### config.mk
export PLATFORM = sky130hd
export DESIGN_NAME = ct_butterfly_pipe_flat
export DESIGN_NICKNAME = d
export VERILOG_FILES = /design/src/rtl/ct_butterfly_pipe_if.sv /design/src/rtl/ct_butterfly_pipe.sv /design/src/flat_wrapper.sv
export SDC_FILE = /design/constraint.sdc
export NUM_CORES = 1
export LEC_CHECK = 0
export CAP_MARGIN = 20
export CORE_ASPECT_RATIO = 0.6
export CORE_MARGIN = 1.5
export CORE_UTILIZATION = 64
export DETAILED_ROUTE_END_ITERATION = 6
export GPL_TIMING_DRIVEN = 0
export PLACE_DENSITY = 0.83
export SLEW_MARGIN = 20
export SYNTH_ARGS = -nofsm -noshare
export SYNTH_HDL_FRONTEND = slang
export SYNTH_SLANG_ARGS = --single-unit
### constraint.sdc
create_clock -name clk -period 32.9 [get_ports clk]
set_input_delay 4.935 -clock clk [delete_from_list [all_inputs] [get_ports clk]]
set_output_delay 4.935 -clock clk [all_outputs]
set_load 0.05 [all_outputs]
### src/rtl/ct_butterfly_pipe_if.sv
// Handshake bundle for the NTT butterfly stage: triple-in channel and result-out channel.
// The master drives triples and consumes results; the slave is the butterfly stage.
interface ct_butterfly_pipe_if #(parameter int W = 12);
    logic         in_valid;
    logic         in_ready;
    logic [W-1:0] in_a;
    logic [W-1:0] in_b;
    logic [W-1:0] in_w;
    logic         out_valid;
    logic         out_ready;
    logic [W-1:0] out_hi;
    logic [W-1:0] out_lo;

    modport master (
        output in_valid, in_a, in_b, in_w, out_ready,
        input  in_ready, out_valid, out_hi, out_lo
    );

    modport slave (
        input  in_valid, in_a, in_b, in_w, out_ready,
        output in_ready, out_valid, out_hi, out_lo
    );
endinterface

### src/rtl/ct_butterfly_pipe.sv
// Cooley-Tukey butterfly for Kyber (q = 3329): (a, b, w) -> (a + bw, a - bw) mod q,
// with a credit-guarded output FIFO because the multiplier register never stalls.
module modmul_xing #(
    parameter int Q = 3329,
    parameter int W = 12
) (
    input  logic         clk,
    input  logic         rst,
    input  logic [W-1:0] a,
    input  logic [W-1:0] b,
    output logic [W-1:0] r
);
    localparam logic [2*W-1:0] QW = (2*W)'(Q);

    logic [2*W-1:0] prod;

    always_ff @(posedge clk or posedge rst) begin
        if (rst) prod <= '0;
        else     prod <= {{W{1'b0}}, a} * {{W{1'b0}}, b};
    end

    assign r = W'(prod % QW);
endmodule

module ct_butterfly_pipe #(
    parameter int Q     = 3329,
    parameter int DEPTH = 4,
    parameter int W     = 12
) (
    input logic                 clk,
    input logic                 rst,
    ct_butterfly_pipe_if.slave  bus
);
    localparam int AW = $clog2(DEPTH);
    localparam logic [W:0] QX = (W+1)'(Q);

    logic           accept;
    logic [W-1:0]   mul_b;
    logic [W-1:0]   mul_w;
    logic [W-1:0]   t;
    logic [W-1:0]   a_d1;
    logic           v1;
    logic           v2;
    logic [W-1:0]   hi_d2;
    logic [W-1:0]   lo_d2;
    logic [W:0]     a_x;
    logic [W:0]     t_x;
    logic [W:0]     sum;
    logic [W-1:0]   hi_c;
    logic [W-1:0]   lo_c;
    logic [W-1:0]   mem_hi [DEPTH];
    logic [W-1:0]   mem_lo [DEPTH];
    logic [AW-1:0]  wr_ptr;
    logic [AW-1:0]  rd_ptr;
    logic [AW:0]    count;
    logic [AW+1:0]  committed;
    logic           pop;

    // Items in the two pipeline stages already own a FIFO slot, so the FIFO cannot overflow.
    assign committed    = (AW+2)'(count) + (AW+2)'(v1) + (AW+2)'(v2);
    assign bus.in_ready = committed < (AW+2)'(DEPTH);
    assign accept       = bus.in_valid && bus.in_ready;
    assign mul_b        = accept ? bus.in_b : '0;
    assign mul_w        = accept ? bus.in_w : '0;

    modmul_xing #(.Q(Q), .W(W)) u_mul (
        .clk (clk),
        .rst (rst),
        .a   (mul_b),
        .b   (mul_w),
        .r   (t)
    );

    always_comb begin
        a_x  = {1'b0, a_d1};
        t_x  = {1'b0, t};
        sum  = a_x + t_x;
        hi_c = (sum >= QX) ? W'(sum - QX) : sum[W-1:0];
        lo_c = (a_x >= t_x) ? W'(a_x - t_x) : W'(a_x + QX - t_x);
    end

    // a is delayed one cycle to line up with the multiplier's product register.
    always_ff @(posedge clk or posedge rst) begin
        if (rst) begin
            a_d1  <= '0;
            v1    <= 1'b0;
            v2    <= 1'b0;
            hi_d2 <= '0;
            lo_d2 <= '0;
        end else begin
            v1    <= accept;
            v2    <= v1;
            hi_d2 <= hi_c;
            lo_d2 <= lo_c;
            if (accept) a_d1 <= bus.in_a;
        end
    end

    assign pop           = bus.out_valid && bus.out_ready;
    assign bus.out_valid = (count != '0);
    assign bus.out_hi    = mem_hi[rd_ptr];
    assign bus.out_lo    = mem_lo[rd_ptr];

    always_ff @(posedge clk or posedge rst) begin
        if (rst) begin
            wr_ptr <= '0;
            rd_ptr <= '0;
            count  <= '0;
            for (int i = 0; i < DEPTH; i++) begin
                mem_hi[i] <= '0;
                mem_lo[i] <= '0;
            end
        end else begin
            if (v2) begin
                mem_hi[wr_ptr] <= hi_d2;
                mem_lo[wr_ptr] <= lo_d2;
                wr_ptr         <= wr_ptr + 1'b1;
            end
            if (pop) rd_ptr <= rd_ptr + 1'b1;
            if (v2 && !pop)      count <= count + 1'b1;
            else if (!v2 && pop) count <= count - 1'b1;
        end
    end
endmodule

### src/flat_wrapper.sv
// flat-port wrapper written by rule: the top's interface ports become plain ports
module ct_butterfly_pipe_flat 
#(
    parameter int Q     = 3329,
    parameter int DEPTH = 4,
    parameter int W     = 12
)
  (clk, rst, bus_in_valid, bus_in_a, bus_in_b, bus_in_w, bus_out_ready, bus_in_ready, bus_out_valid, bus_out_hi, bus_out_lo);
  ct_butterfly_pipe_if #(.W(W)) bus_i ();
  input logic clk;
  input logic rst;
  input wire logic [$bits(bus_i.in_valid)-1:0] bus_in_valid;
  input wire logic [$bits(bus_i.in_a)-1:0] bus_in_a;
  input wire logic [$bits(bus_i.in_b)-1:0] bus_in_b;
  input wire logic [$bits(bus_i.in_w)-1:0] bus_in_w;
  input wire logic [$bits(bus_i.out_ready)-1:0] bus_out_ready;
  output wire logic [$bits(bus_i.in_ready)-1:0] bus_in_ready;
  output wire logic [$bits(bus_i.out_valid)-1:0] bus_out_valid;
  output wire logic [$bits(bus_i.out_hi)-1:0] bus_out_hi;
  output wire logic [$bits(bus_i.out_lo)-1:0] bus_out_lo;
  assign bus_i.in_valid = bus_in_valid;
  assign bus_i.in_a = bus_in_a;
  assign bus_i.in_b = bus_in_b;
  assign bus_i.in_w = bus_in_w;
  assign bus_i.out_ready = bus_out_ready;
  assign bus_in_ready = bus_i.in_ready;
  assign bus_out_valid = bus_i.out_valid;
  assign bus_out_hi = bus_i.out_hi;
  assign bus_out_lo = bus_i.out_lo;
  ct_butterfly_pipe #(.Q(Q), .DEPTH(DEPTH), .W(W)) u_core (.clk(clk), .rst(rst), .bus(bus_i));
endmodule
## After elaboration in Yosys (flattened, before gate mapping)

Index checks and enable logic that the tools add are counted.

- Input bits: 40
- Memories kept: 0
- Memory bits (read-only): 0
- Register bits after elaboration: 165
- Latch bits: 0
- RAM bits: 0
- Output and inout bits: 26
- Logic and storage cells: 63

- Multiplexer cells: 16
- Div/mod/pow operators: 1
- Multiply operators: 1
- Bitwise gates (word level): 2
- Add/sub/neg operators: 11
- Order comparisons: 6
- Shift-type cells: 0
- Reduce and logical (&&, ||, !) cells: 9
- Equality and inequality tests: 0

Operator list:

| cell | count |
|---|---|
| 2-to-1 mux 12 bit | 9 |
| bitwise mux 48 bit | 2 |
| binary-select mux 12 bit (select 2 bit) | 2 |
| demux 12 bit (select 2 bit) | 1 |
| modulo 24 x 12 -> 24 bit, second input constant | 1 |
| multiplier 12 x 12 -> 24 bit | 1 |
| subtractor 12 bit | 2 |
| adder 12 x 12 -> 13 bit | 1 |
| >= comparator 13 x 12 -> 1 bit, second input constant | 1 |
| adder 12 bit, second input constant | 1 |
| >= comparator 12 bit | 1 |
| subtractor 12 bit, second input constant | 1 |
| >= comparator 3 bit, second input constant | 2 |
| 2-to-1 mux 3 bit | 2 |
| inverter 2 -> 3 bit | 2 |
| logical AND 1 bit | 5 |
| adder 2 x 1 -> 2 bit, second input constant | 2 |
| adder 3 x 1 -> 4 bit | 1 |
| adder 4 x 1 -> 4 bit | 1 |
| less-than comparator 4 x 3 -> 1 bit, second input constant | 1 |
| adder 3 x 1 -> 3 bit, second input constant | 1 |
| less-than comparator 3 x 1 -> 1 bit, second input constant | 1 |
| nonzero test 3 bit | 1 |
| subtractor 3 x 1 -> 3 bit, second input constant | 1 |
| other kinds (2) | 3 |

## Longest topological paths before layout

Gate-level depths: netlist of the first run.

- Depth in word-level cells: 6
- Depth in mapped cells: 78
- Gate-level depth less buffers: 66

## By module

A second synthesis of the first run with hierarchy kept.

- Cells, all modules: 2097
- Area, all modules: 19316.0 µm²

Modules (own cells, without submodules):

| module | times used | sequential area each (µm²) | cells an instance | area each (µm²) |
|---|---|---|---|---|
| modmul_xing | 1 | 600.6 | 1429 | 11225.8 |
| ct_butterfly_pipe | 1 | 3528.4 | 668 | 8090.3 |

## Worst setup path before layout of the first run

Ideal clock, no wire load.

- Path kind: register to register
- Start point: register u_core.u_mul.prod[14]
- End point: register u_core.hi_d2[4]
- Path buffers: 4
- Stages on the path, launching flop included: 62
- Setup slack: 17.031 ns
- Period minus slack after synthesis: 15.869 ns
- Arrival: 15.737 ns
- Required time: 32.768 ns
- Setup time: 0.132 ns
- Cell sequence: dfrtp_1 -> or4_4 -> or4_4 -> nand2_2 -> a21boi_4 -> mux2_2 -> o31ai_1 -> nand2_1 -> o21ai_2 -> o32ai_4 -> a211oi_4 -> o221ai_2 -> xor2_1 -> o22ai_1 -> a22oi_2 -> a211o_2 -> a21oi_1 -> o32a_1 -> [... 26 more ...] -> and2_1 -> o31a_1 -> buf_6 -> mux2i_1 -> inv_1 -> fa_1 -> o21ai_0 -> xnor2_1 -> or3_1 -> or3_1 -> nor2_1 -> a31oi_1 -> nor2_1 -> a21oi_1 -> a221oi_1 -> nand2b_1 -> nor3_1 -> xor2_1

- Word-level cells in the longest chain between the ends: 4
- Elaborated cells on any way between the ends: 5
- Classes of those cells: add/sub (2); div (1); order compare (1); mux (1)

Ends and longest elaborated chain:

| what | line | text |
|---|---|---|
| start, declared | ct_butterfly_pipe.sv:15 | `logic [2*W-1:0] prod;` |
| start signal, assigned | ct_butterfly_pipe.sv:19 | `else prod <= {{W{1'b0}}, a} * {{W{1'b0}}, b};` |
| modulo 24 x 12 -> 24 bit * | ct_butterfly_pipe.sv:22 | `assign r = W'(prod % QW);` |
| adder 12 x 12 -> 13 bit * | ct_butterfly_pipe.sv:77 | `sum = a_x + t_x;` |
| subtractor 12 bit / >= comparator 13 x 12 -> 1 bit (equally long branches) | ct_butterfly_pipe.sv:78 | `hi_c = (sum >= QX) ? W'(sum - QX) : sum[W-1:0];` |
| 2-to-1 mux 12 bit * | ct_butterfly_pipe.sv:78 |  |
| via u_core.hi_c[4] | ct_butterfly_pipe.sv:49 | `logic [W-1:0] hi_c;` |
| end signal, assigned | ct_butterfly_pipe.sv:93 | `hi_d2 <= hi_c;` |
| end, declared | ct_butterfly_pipe.sv:44 | `logic [W-1:0] hi_d2;` |

The timed path passes the listed nets; every way through them passes the cells marked *.
A chain may end at the register's enable or synchronous reset.

## Worst setup path after layout of the first run

Same ends and word-level chain as after synthesis.

==> results of run 1 <==
==> through the flow <==
stage          util (%)  setup slack [ps]  std cells  instance area, sq um  hold WS (ps)
5_1_grt            71.1             11550       2488                 20400           414
2_1_floorplan         -             17030       2013                 18600           354
3_5_place_dp       68.9             13620       2454                 19700           378
4_1_cts            71.1             13470       2486                 20400           396
6_report           71.1             12740       2490                 20400           397
3_3_place_gp       68.7             14220       2453                 19700           361
==> cell families (layout without fill, tap and decap cells) <==
family | after synthesis | after routing | synth area share [%]
muxes | 142 | 142 | 10.1
AOI/OAI and AO/OA | 441 | 441 | 18.1
DFF | 165 | 165 | 22.2
buffers and inverters | 274 | 372 | 5.72
and+or+nand+nor | 620 | 620 | 17.3
other | 0 | 4 | 0
xor gates and xnor gates | 144 | 144 | 6.79
adders and majority gates | 227 | 227 | 19.7
==> critical path: cells and delay by family (launching register included) <==
family	cells	cell delay [ps]
compound gates	27	9570
xor+xnor	5	1680
fa+ha+maj	3	930
buf+inv	6	1090
flops	1	490
mux	3	1390
simple gates	18	4870
==> flip-flops by register name, indices dropped and copies added (netlist names) <==
name               count
u_core.mem_lo         48
u_core.count           3
u_core.hi_d2          12
u_core.lo_d2          12
u_core.wr_ptr          2
u_core.v1              1
u_core.mem_hi         48
u_core.u_mul.prod     24
u_core.v2              1
u_core.rd_ptr          2
u_core.a_d1           12
==> metal layers <==
metal	part of all wire (%)	wire, microns	global-route usage [%]	vias up
met2	42	21600	49.8	903
met4	1.8	935	9.15	0
li1	-	-	-	7348
met1	45	23100	52.5	8095
met5	0	0	0	-
met3	11	5610	7.90	94
==> cell usage after synthesis (11+ instances only) <==
cell,n
inv_1,184
nand2_1,166
dfrtp_1,165
ha_1,113
fa_1,111
nor2_1,110
mux2_2,106
a21oi_1,105
xnor2_1,95
nand3_1,66
clkbuf_1,60
and3_1,51
xor2_1,49
and2_1,46
o21ai_0,44
nor3_1,43
o21bai_1,25
mux4_2,24
buf_2,21
o31ai_1,21
a21o_1,19
a31oi_1,19
or3_1,19
nor4_1,15
nand2b_1,13
o21ai_1,13
a211oi_1,12
o211ai_1,12
or2_2,11
==> worst min-delay path by stage <==
stage,startpoint,endpoint,slack (ps),depth (start not counted)
after floorplan,u_core.v1,u_core.v2,350,0
after global placement,u_core.v1,u_core.v2,360,0
after detailed placement,u_core.v1,u_core.v2,380,0
after CTS,u_core.v1,u_core.v2,400,0
after global routing,u_core.v1,u_core.v2,410,0
final,u_core.v1,u_core.v2,400,0
==> cell type report <==
type / count / share of cell area (%)
Antenna cell: 4 / 0.0491
Sequential cell: 165 / 20.3
Clock inverter: 15 / 0.995
Buffer: 90 / 1.82
Multi-Input combinational cell: 1574 / 65.7
Timing Repair Buffer: 66 / 3.33
Clock buffer: 17 / 2.09
Tap cell: 375 / 2.30
Inverter: 184 / 3.43
==> cell usage in the layout (no fill, tap or decap), types with 65 or more instances in the layout <==
cell / instances
clkdlybuf4s50_1: 65
nand3_1: 66
nor2_1: 110
mux2_2: 106
dfrtp_1: 165
xnor2_1: 95
inv_1: 183
nand2_1: 166
fa_1: 111
a21oi_1: 105
ha_1: 113
==> out/qor.txt, run 1 <==
outcome = complete, no violations
global route overflow = 0
synthesis-to-layout area growth = 9.65%
FF+latch count, synth = 165
Post-Syn Area per Cell = 9.23 sq um
post-synthesis sequential area ratio = 22.2%
worst path required time = 33220 ps
Final Skew = 10.9 ps
Fmax = 49.6 MHz
Via density = 6.60
First-pass DRT Iterations = 7
initial antenna violation count = 3
worst skew pair latency = 450 ps
Post-CTS Setup Bufs = 0
Post-Synthesis Cells = 2013
Fin. Hold Viols = 0
hold_buf cts = 0
dominant cells by area after synthesis = dfrtp_1 (22%), fa_1 (12%), ha_1 (7.6%)
crit share post-route = 61.3%
Routed wire per std cell = 20.6 microns
flop-to-flop setup slack = 12740 ps
critical path peak fanout = 10
r2r worst-path depth = 62
layout cells sized above 1 = 12.6%
Die X = 223 microns
htree depth = 4
Clock transition at path regs = 80 ps
die footprint = 0.0301 sq mm
largest stage delay on the critical path = 940 ps
CP Data Arrival Time = 20480 ps
Post-Route WL = 51300 microns
register area = 0.00413 sq mm
Total GRT Usage = 34.7%
via count = 16400
Slew Limit Fails = 0
Residual DRC = 0
PortBufs = 65
Rows = 48
Initial Util = 64.8%
worst r2r src = u_core.u_mul.prod[14]
hpwl dp = 39900 microns
synthesized area = 0.0186 sq mm
worst r2r dst = u_core.hi_d2[4]
CP startpoint = u_core.u_mul.prod[14]
Num CTS Buffers = 17
RSZ-0062 raised after global routing = false
GPL Wtd Cong = 0.982
Critical path destination = u_core.hi_d2[4]
Worst Max-Slew Pin Slew = 1150 ps
dominant cell type by area after synthesis = dfrtp_1
# Max-Cap Violations = 0
first-pass GRT wire length = 83000 microns
Main synth FF type = dfrtp_1
CTS tree = done
Worst Setup End Kind = flop
DRT antenna net count = 0
core area = 0.0286 sq mm
nets = 2362
CTS Sinks = 165
pin count of the biggest net entering global routing = 107
Yosys warning count = 0
Distinct cells, synth = 123
asr flop ratio synth = 100%
Min-Delay Path Class = reg2reg
Final setup viols = 0
Worst slew margin = 23.0%
Slowest cell on crit path = a221oi_1
Setup TNS = 0 ps
Root Buffer = clkbuf_16
vias in the first global route = 15800
syn_nets = 2277
crit path launch type = flop
# resized after CTS = 0
Clock Path Buffers = 2
critical path class = reg2reg
EDFF count, synth = 0
Tmin final = 20160 ps
Filler Cell Count = 2067
Iter 0 DRT Violations = 1738
multi-input logic area = 0.0134 sq mm
Die Y = 135 microns
IO Pins = 66
top-area cell type share of the netlist area = 22.2%
Power of run 1 is left out: the tool's default activity adds up to more than one toggle a clock period on the data nets, which glitch-free logic cannot reach.
==> run 2: changes to the inputs <==
CORE_UTILIZATION = 58   (was 64)
PLACE_DENSITY = 0.79   (was 0.83)
clock period = 18.4 ns   (was 32.9 ns; I/O delays follow)
==> out/qor.txt, run 2 (same netlist as run 1, synthesis figures left out) <==
Worst Max-Slew Pin Slew = 1080 ps (-66.0 ps)
Worst Setup End Kind = flop
First-pass DRT Iterations = 6 (-1)
crit path launch type = flop
nets = 2380 (+0.76%)
CTS tree = done
Routed wire per std cell = 20.5 microns (-0.53%)
Via density = 6.42 (-2.8%)
die footprint = 0.0331 sq mm (+10%)
antenna cells = 0 (-4)
critical path peak fanout = 10 (unchanged)
Worst Hold Depth = 0 (unchanged)
Post-Route WL = 52100 microns (+1.7%)
layout cells sized above 1 = 16.4% (+3.8 points)
GPL Wtd Cong = 1.03 (+5.3%)
Clock Path Buffers = 2 (unchanged)
Rows = 50 (+4.2%)
Fin. Hold Viols = 0 (unchanged)
Die Y = 142 microns (+4.9%)
global route overflow = 0 (unchanged)
worst path required time = 18720 ps (-14500 ps)
Residual DRC = 0 (unchanged)
vias in the first global route = 15500 (-2.1%)
Fmax = 56.2 MHz (+13%)
htree depth = 4 (unchanged)
IO Pins = 66 (unchanged)
Die X = 234 microns (+5.0%)
r2r worst-path depth = 63 (+1.6%)
Min-Delay Path Class = reg2reg
Final Skew = 19.4 ps (+8.50 ps)
Clock transition at path regs = 80 ps (about the same)
most frequent cells in the layout = inv_1 (183), nand2_1 (165), dfrtp_1 (165), ha_1 (113), fa_1 (111)
first-pass GRT wire length = 82100 microns (-1.1%)
hpwl dp = 40400 microns (+1.2%)
Slew Limit Fails = 0 (unchanged)
Worst slew margin = 27.4% (+4.4 points)
Iter 0 DRT Violations = 1662 (-4.4%)
CTS Sinks = 165 (unchanged)
CP Data Arrival Time = 18110 ps (-2370 ps)
most common cell after layout, fill and taps aside = inv_1
pin count of the biggest net entering global routing = 101 (-5.6%)
Final setup viols = 0 (unchanged)
crit share post-route = 96.7% (+35 points)
DRT antenna net count = 0 (unchanged)
Layout Utilization = 67.2% (-3.9 points)
via count = 16300 (-0.69%)
core area = 0.0313 sq mm (+9.4%)
critical path class = reg2reg
Top Registers = u_core.mem_hi (48), u_core.mem_lo (48), u_core.u_mul.prod (24)
largest stage delay on the critical path = 610 ps (-330 ps)
initial antenna violation count = 0 (-3)
Initial Util = 59.3% (-5.6 points)
Total GRT Usage = 31.5% (-3.2 points)
outcome = complete, no violations
Slowest cell on crit path = or4_4
Worst Hold Slack = 398 ps (+1.55 ps)
PortBufs = 65 (unchanged)
# Max-Cap Violations = 0 (unchanged)
Tmin final = 17790 ps (-2370 ps)
synthesis-to-layout area growth = 13.4%
flop-to-flop setup slack = 610 ps (-12130 ps)
Num CTS Buffers = 17 (unchanged)
worst skew pair latency = 460 ps (about the same)
Root Buffer = clkbuf_16
run 2: area by class of cell:
type	instances	area, sq um
Sequential cell	165	4130
Timing Repair Buffer	89	855
Buffer	85	358
Clock inverter	15	220
Inverter	184	698
Tap cell	416	520
Multi-Input combinational cell	1574	13900
Clock buffer	17	425
Fill cell	2449	10300
run 2: critical path, delay by kind of cell (launching register included):
family	cells	cell delay (ps)
flops	1	480
mux	2	790
simple gates	19	5860
buf+inv	6	1020
compound gates	27	7170
xor+xnor	5	1150
fa+ha+maj	4	1150
run 2: layer usage:
layer | vias up | GRT usage [%] | share of wire [%]
li1 | 7372 | - | -
met1 | 8123 | 48.1 | 46
met2 | 760 | 44.9 | 42
met3 | 72 | 7.70 | 10
met4 | 0 | 6.71 | 1.6
met5 | - | 0 | 0
run 2: timing repair:
item | CTS | global route
endpoints found under the setup margin | 12 | 24
pin swaps | 4 | 10
hold buffers | 0 | 0
resized for setup | 17 | 67
setup buffers | 3 | 19
run 2: final timing paths:
kind	start	to
worst min-delay path	u_core.v1	u_core.v2
worst max register to register	u_core.u_mul.prod[14]	u_core.hi_d2[10]
worst max-delay path	u_core.u_mul.prod[14]	u_core.hi_d2[10]
max in group asynchronous	rst	u_core.mem_lo[6]
min in group asynchronous	rst	u_core.mem_hi[28]
worst min register to register	u_core.v1	u_core.v2
run 2: metrics by stage:
step / setup TNS [ps] / worst slack, ps / instances / area, sq um
floorplan: 0 / 2530 / 2013 / 18600
global placement: -2040 / -323 / 2494 / 19700
detailed placement: -10880 / -1070 / 2495 / 19800
CTS: 0 / 34.5 / 2530 / 20500
global route: -104 / -62.1 / 2545 / 21100
finish: 0 / 607 / 2545 / 21100
Power of run 2 is left out for the same reason.
